### config.mk
export PLATFORM = sky130hd
export DESIGN_NAME = muldiv_unit
export DESIGN_NICKNAME = d
export VERILOG_FILES = /design/src/rtl/muldiv_unit_pkg.sv /design/src/rtl/muldiv_unit.sv
export SDC_FILE = /design/constraint.sdc
export NUM_CORES = 1
export LEC_CHECK = 0
export CAP_MARGIN = 20
export CORE_ASPECT_RATIO = 0.9
export CORE_UTILIZATION = 49
export DETAILED_ROUTE_END_ITERATION = 10
export DONT_BUFFER_PORTS = 1
export GPL_TIMING_DRIVEN = 0
export PLACE_DENSITY = 0.73
export SLEW_MARGIN = 20
export SYNTH_ARGS = -nofsm -noshare
export SYNTH_HDL_FRONTEND = slang
export SYNTH_SLANG_ARGS = --single-unit
### constraint.sdc
create_clock -name clk -period 3.79 [get_ports clk]
set_input_delay 0.758 -clock clk [delete_from_list [all_inputs] [get_ports clk]]
set_output_delay 0.758 -clock clk [all_outputs]
set_load 0.03 [all_outputs]
### src/rtl/muldiv_unit_pkg.sv
// Shared definitions for the iterative multiply/divide unit: op codes,
// FSM state encodings and small op-decoding helpers.
package muldiv_unit_pkg;

    localparam logic [1:0] OP_MULU = 2'b00;
    localparam logic [1:0] OP_MULS = 2'b01;
    localparam logic [1:0] OP_DIVU = 2'b10;
    localparam logic [1:0] OP_DIVS = 2'b11;

    localparam logic [1:0] ST_IDLE = 2'b00;
    localparam logic [1:0] ST_CALC = 2'b01;
    localparam logic [1:0] ST_FIX  = 2'b10;

    function automatic logic op_is_signed(input logic [1:0] op);
        return (op == OP_MULS) || (op == OP_DIVS);
    endfunction

    function automatic logic op_is_div(input logic [1:0] op);
        return (op == OP_DIVU) || (op == OP_DIVS);
    endfunction

endpackage

### src/rtl/muldiv_unit.sv
// Iterative multiply/divide: one shift-add or restoring-divide step per cycle
// on operand magnitudes, sign correction in a final FIX cycle.
module muldiv_unit
    import muldiv_unit_pkg::*;
#(
    parameter int DATA_WID = 16
) (
    input  logic                clk,
    input  logic                rst,
    input  logic                start,
    input  logic [1:0]          op,
    input  logic [DATA_WID-1:0] srcdata_a,
    input  logic [DATA_WID-1:0] srcdata_b,
    output logic                busy,
    output logic                done,
    output logic [DATA_WID-1:0] result_hi,
    output logic [DATA_WID-1:0] result_lo,
    output logic                div_zero
);

    localparam int CNT_W = $clog2(DATA_WID) + 1;

    function automatic logic [DATA_WID-1:0] neg_w(input logic [DATA_WID-1:0] v, input logic n);
        return n ? -v : v;
    endfunction

    function automatic logic [2*DATA_WID-1:0] neg_2w(input logic [2*DATA_WID-1:0] v, input logic n);
        return n ? -v : v;
    endfunction

    logic [1:0]            r_state;
    logic [CNT_W-1:0]      r_count;
    logic                  r_done;
    logic [DATA_WID-1:0]   r_res_hi;
    logic [DATA_WID-1:0]   r_res_lo;
    logic                  r_div_zero;

    logic [2*DATA_WID-1:0] r_acc;
    logic [DATA_WID-1:0]   r_operand;
    logic                  r_is_div;
    logic                  r_sign_a;
    logic                  r_sign_b;
    logic                  r_zero;

    logic                  w_accept;
    logic                  w_sign_a;
    logic                  w_sign_b;
    logic [DATA_WID-1:0]   w_mag_a;
    logic [DATA_WID-1:0]   w_mag_b;
    logic [DATA_WID:0]     w_mul_sum;
    logic [2*DATA_WID-1:0] w_mul_next;
    logic [DATA_WID:0]     w_rem_ext;
    logic [DATA_WID-1:0]   w_diff;
    logic                  w_ge;
    logic [2*DATA_WID-1:0] w_div_next;
    logic                  w_neg;
    logic [2*DATA_WID-1:0] w_prod;
    logic [DATA_WID-1:0]   w_fix_hi;
    logic [DATA_WID-1:0]   w_fix_lo;

    assign w_accept = (r_state == ST_IDLE) && start;
    assign w_sign_a = op_is_signed(op) & srcdata_a[DATA_WID-1];
    assign w_sign_b = op_is_signed(op) & srcdata_b[DATA_WID-1];
    assign w_mag_a  = neg_w(srcdata_a, w_sign_a);
    assign w_mag_b  = neg_w(srcdata_b, w_sign_b);

    // Shift-add step: conditionally add multiplier into the upper half, then shift right.
    assign w_mul_sum  = {1'b0, r_acc[2*DATA_WID-1:DATA_WID]}
                      + (r_acc[0] ? {1'b0, r_operand} : {(DATA_WID+1){1'b0}});
    assign w_mul_next = {w_mul_sum, r_acc[DATA_WID-1:1]};

    // Restoring step; a zero divisor always "fits", yielding all-ones quotient and remainder == dividend.
    assign w_rem_ext  = r_acc[2*DATA_WID-1:DATA_WID-1];
    assign w_ge       = (w_rem_ext >= {1'b0, r_operand});
    assign w_diff     = w_rem_ext[DATA_WID-1:0] - r_operand;
    assign w_div_next = w_ge ? {w_diff, r_acc[DATA_WID-2:0], 1'b1}
                             : {w_rem_ext[DATA_WID-1:0], r_acc[DATA_WID-2:0], 1'b0};

    assign w_neg  = r_sign_a ^ r_sign_b;
    assign w_prod = neg_2w(r_acc, w_neg);

    always_comb begin
        w_fix_hi = w_prod[2*DATA_WID-1:DATA_WID];
        w_fix_lo = w_prod[DATA_WID-1:0];
        if (r_is_div) begin
            w_fix_hi = neg_w(r_acc[2*DATA_WID-1:DATA_WID], r_sign_a);
            w_fix_lo = r_zero ? {DATA_WID{1'b1}} : neg_w(r_acc[DATA_WID-1:0], w_neg);
        end
    end

    // Control and visible results
    always_ff @(posedge clk or negedge rst) begin
        if (!rst) begin
            r_state    <= ST_IDLE;
            r_count    <= '0;
            r_done     <= 1'b0;
            r_res_hi   <= '0;
            r_res_lo   <= '0;
            r_div_zero <= 1'b0;
        end else begin
            r_done <= 1'b0;
            case (r_state)
                ST_IDLE: begin
                    if (start) begin
                        r_state <= ST_CALC;
                        r_count <= '0;
                    end
                end
                ST_CALC: begin
                    r_count <= r_count + CNT_W'(1);
                    if (r_count == CNT_W'(DATA_WID - 1))
                        r_state <= ST_FIX;
                end
                ST_FIX: begin
                    r_res_hi   <= w_fix_hi;
                    r_res_lo   <= w_fix_lo;
                    r_div_zero <= r_zero;
                    r_done     <= 1'b1;
                    r_state    <= ST_IDLE;
                end
                default: r_state <= ST_IDLE;
            endcase
        end
    end

    // Datapath
    always_ff @(posedge clk) begin
        if (w_accept) begin
            r_acc     <= {{DATA_WID{1'b0}}, w_mag_a};
            r_operand <= w_mag_b;
            r_is_div  <= op_is_div(op);
            r_sign_a  <= w_sign_a;
            r_sign_b  <= w_sign_b;
            r_zero    <= op_is_div(op) && (srcdata_b == '0);
        end else if (r_state == ST_CALC) begin
            r_acc <= r_is_div ? w_div_next : w_mul_next;
        end
    end

    assign busy      = (r_state != ST_IDLE);
    assign done      = r_done;
    assign result_hi = r_res_hi;
    assign result_lo = r_res_lo;
    assign div_zero  = r_div_zero;

endmodule

==> flow_metrics.env <==
export IMPL_place_gp_congestion=0.9599
export IMPL_synth_edf_count=36
export IMPL_mostFrequentLayoutCells="87 x nor2_1, 77 x nand2_1, 76 x o21ai_0"
export IMPL_grt_pass1_vias=5421
export IMPL_dp_hpwl_um=13700
export IMPL_leakage_nw=2.976
export IMPL_htree_levels=3
export IMPL_drtIter0Drc=529
export IMPL_chipHeight_um=114.0
export IMPL_cts_root_buf="clkbuf_16"
export IMPL_area_growth_pct=7.186
export IMPL_finalClockSkew_ns=0.01109
export IMPL_synth_fp_nets=877
export IMPL_cts_resized_gates=0
export IMPL_fp_dieW_um=126.4
export IMPL_drt_wl_total_um=17730
export IMPL_holdCritPathClass="in -> async"
export IMPL_grt_max_degree=42
export IMPL_synth_distinct_cells=63
export IMPL_netlist_instances=800
export IMPL_met2_length_um=7410
export IMPL_finalSetupViolCount=0
export IMPL_initial_core_util=0.5070
export IMPL_ys_warn_count=0
export IMPL_maxSlewViolCount=0
export IMPL_drv_cap=0
export IMPL_grt_pass1_wl_um=28590
export IMPL_ys_seq_area_frac=0.3556
export IMPL_synthesis_area_um2=6825
export IMPL_cts_path_max_buffers=2
export IMPL_layout_commonest_cell="nor2_1"
export IMPL_dr_wl_met3_um=1738
export IMPL_drtAntennaViolNets=0
export IMPL_power_mw=6.576
export IMPL_post_cts_setup_buffers=0
export IMPL_path_max_fanout=10
export IMPL_coreArea_um2=13460
export IMPL_wl_per_cell_um=18.01
export IMPL_portBuffers=0
export IMPL_num_antenna_cells=0
export IMPL_postCtsHoldBufs=0
export IMPL_grt_setup_unrepaired="no"
export IMPL_clock_latency_ns=0.36
export IMPL_nets=888
export IMPL_dr_total_vias=5940
export IMPL_peakVddDrop_mv=0.3780
export IMPL_synth_async_reset_ratio=0.4409
export IMPL_post_place_ws_ns=0.3344
export IMPL_fp_dieArea_um2=14410
export IMPL_finalCriticalPeriod_ns=3.514
export IMPL_syn_area_per_cell_um2=8.532
export IMPL_m1WireLength_um=8409
export IMPL_ys_ff_latch=93
export IMPL_drive_gt1_frac=0.03676
export IMPL_top_layer="met4"
export IMPL_clock_sinks=93
export IMPL_tightest_slew_ns=0.7174
export IMPL_utilization=0.5434
export IMPL_crit_path_end_kind="register"
export IMPL_timing_hold_violations_final=0
export IMPL_antenna_found_initial=0
export IMPL_drc=0
export IMPL_clkTransAtPathRegs_ns=0.07
export IMPL_synthMuxAreaShare=0.03226
export IMPL_synth_top_family_by_area="compound AO/OA/AOI/OAI gates"
export IMPL_grtUsageTotal=0.2535
export IMPL_synth_xor_area_frac=0.1014
export IMPL_path_class="reg -> reg"
export IMPL_cts_tree="done"
export IMPL_cp_arrival_ns=3.76
export IMPL_cp_required_ns=4.03
export IMPL_fin_crit_sh=0.9271
export IMPL_fmax_ghz=0.2846
export IMPL_drt_pass1_iterations=6
export IMPL_startpoint_type="register"
export IMPL_placementRows=40
export IMPL_vias_per_cell=6.037
export IMPL_numCtsBuffers=9
export IMPL_timing_final_ws_setup_ns=0.2764
export IMPL_synth_compound_area_share=0.2093
export IMPL_slew_headroom=0.5218
export IMPL_ys_flop_type="dfrtp_1"
export IMPL_power_density_nw_per_um2=898.8
export IMPL_synthSimpleGateAreaFrac=0.1868
export IMPL_status="finished, final reports clean"
export IMPL_finalSetupTns_ns=0
export IMPL_yosys_area_share_adder=0.07553
export IMPL_ios=72
export IMPL_globalRouteOverflowTotal=0
==> synthesized netlist by cell type (7+ instances only) <==
cell / count / share of area
xor2_1: 43 / 0.055
a21oi_1: 62 / 0.045
nand2b_1: 11 / 0.010
or3_1: 11 / 0.010
nor3_1: 19 / 0.014
a211oi_1: 18 / 0.020
nor2_1: 87 / 0.048
xnor2_1: 36 / 0.046
mux2i_1: 22 / 0.032
nor2b_1: 11 / 0.010
nand3_1: 15 / 0.011
a21o_1: 7 / 0.0077
o211ai_1: 8 / 0.0088
clkbuf_1: 19 / 0.010
inv_1: 37 / 0.020
a31oi_1: 10 / 0.0092
nand2_1: 77 / 0.042
o31ai_1: 7 / 0.0077
ha_1: 38 / 0.070
edfxtp_1: 36 / 0.16
o21ai_0: 76 / 0.056
dfrtp_1: 41 / 0.15
dfxtp_1: 16 / 0.047
==> registers in the layout (all words and copies together), names as in the netlist <==
signal     count
r_sign_a       1
r_acc         32
result_hi     16
done           1
r_is_div       1
result_lo     16
r_operand     16
r_zero         1
r_state        2
r_sign_b       1
r_count        5
div_zero       1
==> worst max-delay path, cell delays in order (launching register included) <==
cell and delay (ns):
edfxtp_1 0.45, clkinv_1 0.26, buf_1 0.54, nor2_1 0.17
fa_1 0.46, a21oi_1 0.22, o211ai_1 0.20, o41ai_1 0.50
o21ai_0 0.20, xor2_1 0.17, a21oi_1 0.15, a21oi_1 0.08
==> logic make-up after synthesis <==
| family | after synthesis |
|---|---|
| xor+xnor | 79 |
| fa+ha+maj | 40 |
| buf+inv | 67 |
| mux | 22 |
| compound gates | 230 |
| simple gates | 269 |
| flops | 93 |
==> worst paths after layout <==
| kind | startpoint | endpoint | slack [ns] | depth (start not counted) |
|---|---|---|---|---|
| setup / recovery | r_acc[0] | r_acc[25] | 0.28 | 11 |
| hold / removal | rst | r_count[4] | 0.09 | 0 |
| setup reg to reg | r_acc[0] | r_acc[25] | 0.28 | 11 |
| hold reg to reg | r_count[4] | r_count[4] | 0.51 | 2 |
| max in group asynchronous | rst | result_lo[8] | 3.62 | 0 |
| min in group clk | srcdata_b[0] | r_operand[0] | 0.51 | 0 |
==> final cells by class <==
class	instances	area, µm²
Fill cell	1255	6147
Inverter	41	153.9
Clock inverter	7	53.80
Sequential cell	93	2427
Multi-Input combinational cell	640	4131
Tap cell	168	210.2
Buffer	26	113.9
Clock buffer	9	225.2
==> stage by stage <==
stage	cell area [µm²]	hold WS [ns]	std cells
finish	7316	0.09125	984
global route	7316	0.07394	984
CTS	7316	0.07813	984
detailed placement	7037	0.4641	968
global placement	7036	0.4634	968
floorplan	6825	0.4411	800
==> power breakdown <==
| group | internal (mW) | total (mW) | switching [mW] |
|---|---|---|---|
| Combinational | 1.46 | 3.55 | 2.08 |
| Sequential | 1.46 | 2.16 | 0.701 |
| Clock | 0.452 | 0.869 | 0.417 |
==> per-layer routing <==
layer	up-vias	track usage
li1	2914	-
met1	2748	0.3735
met2	262	0.3669
met3	16	0.07458
met4	0	0.04819
met5	-	0
Power figures use the tool's default switching activity.
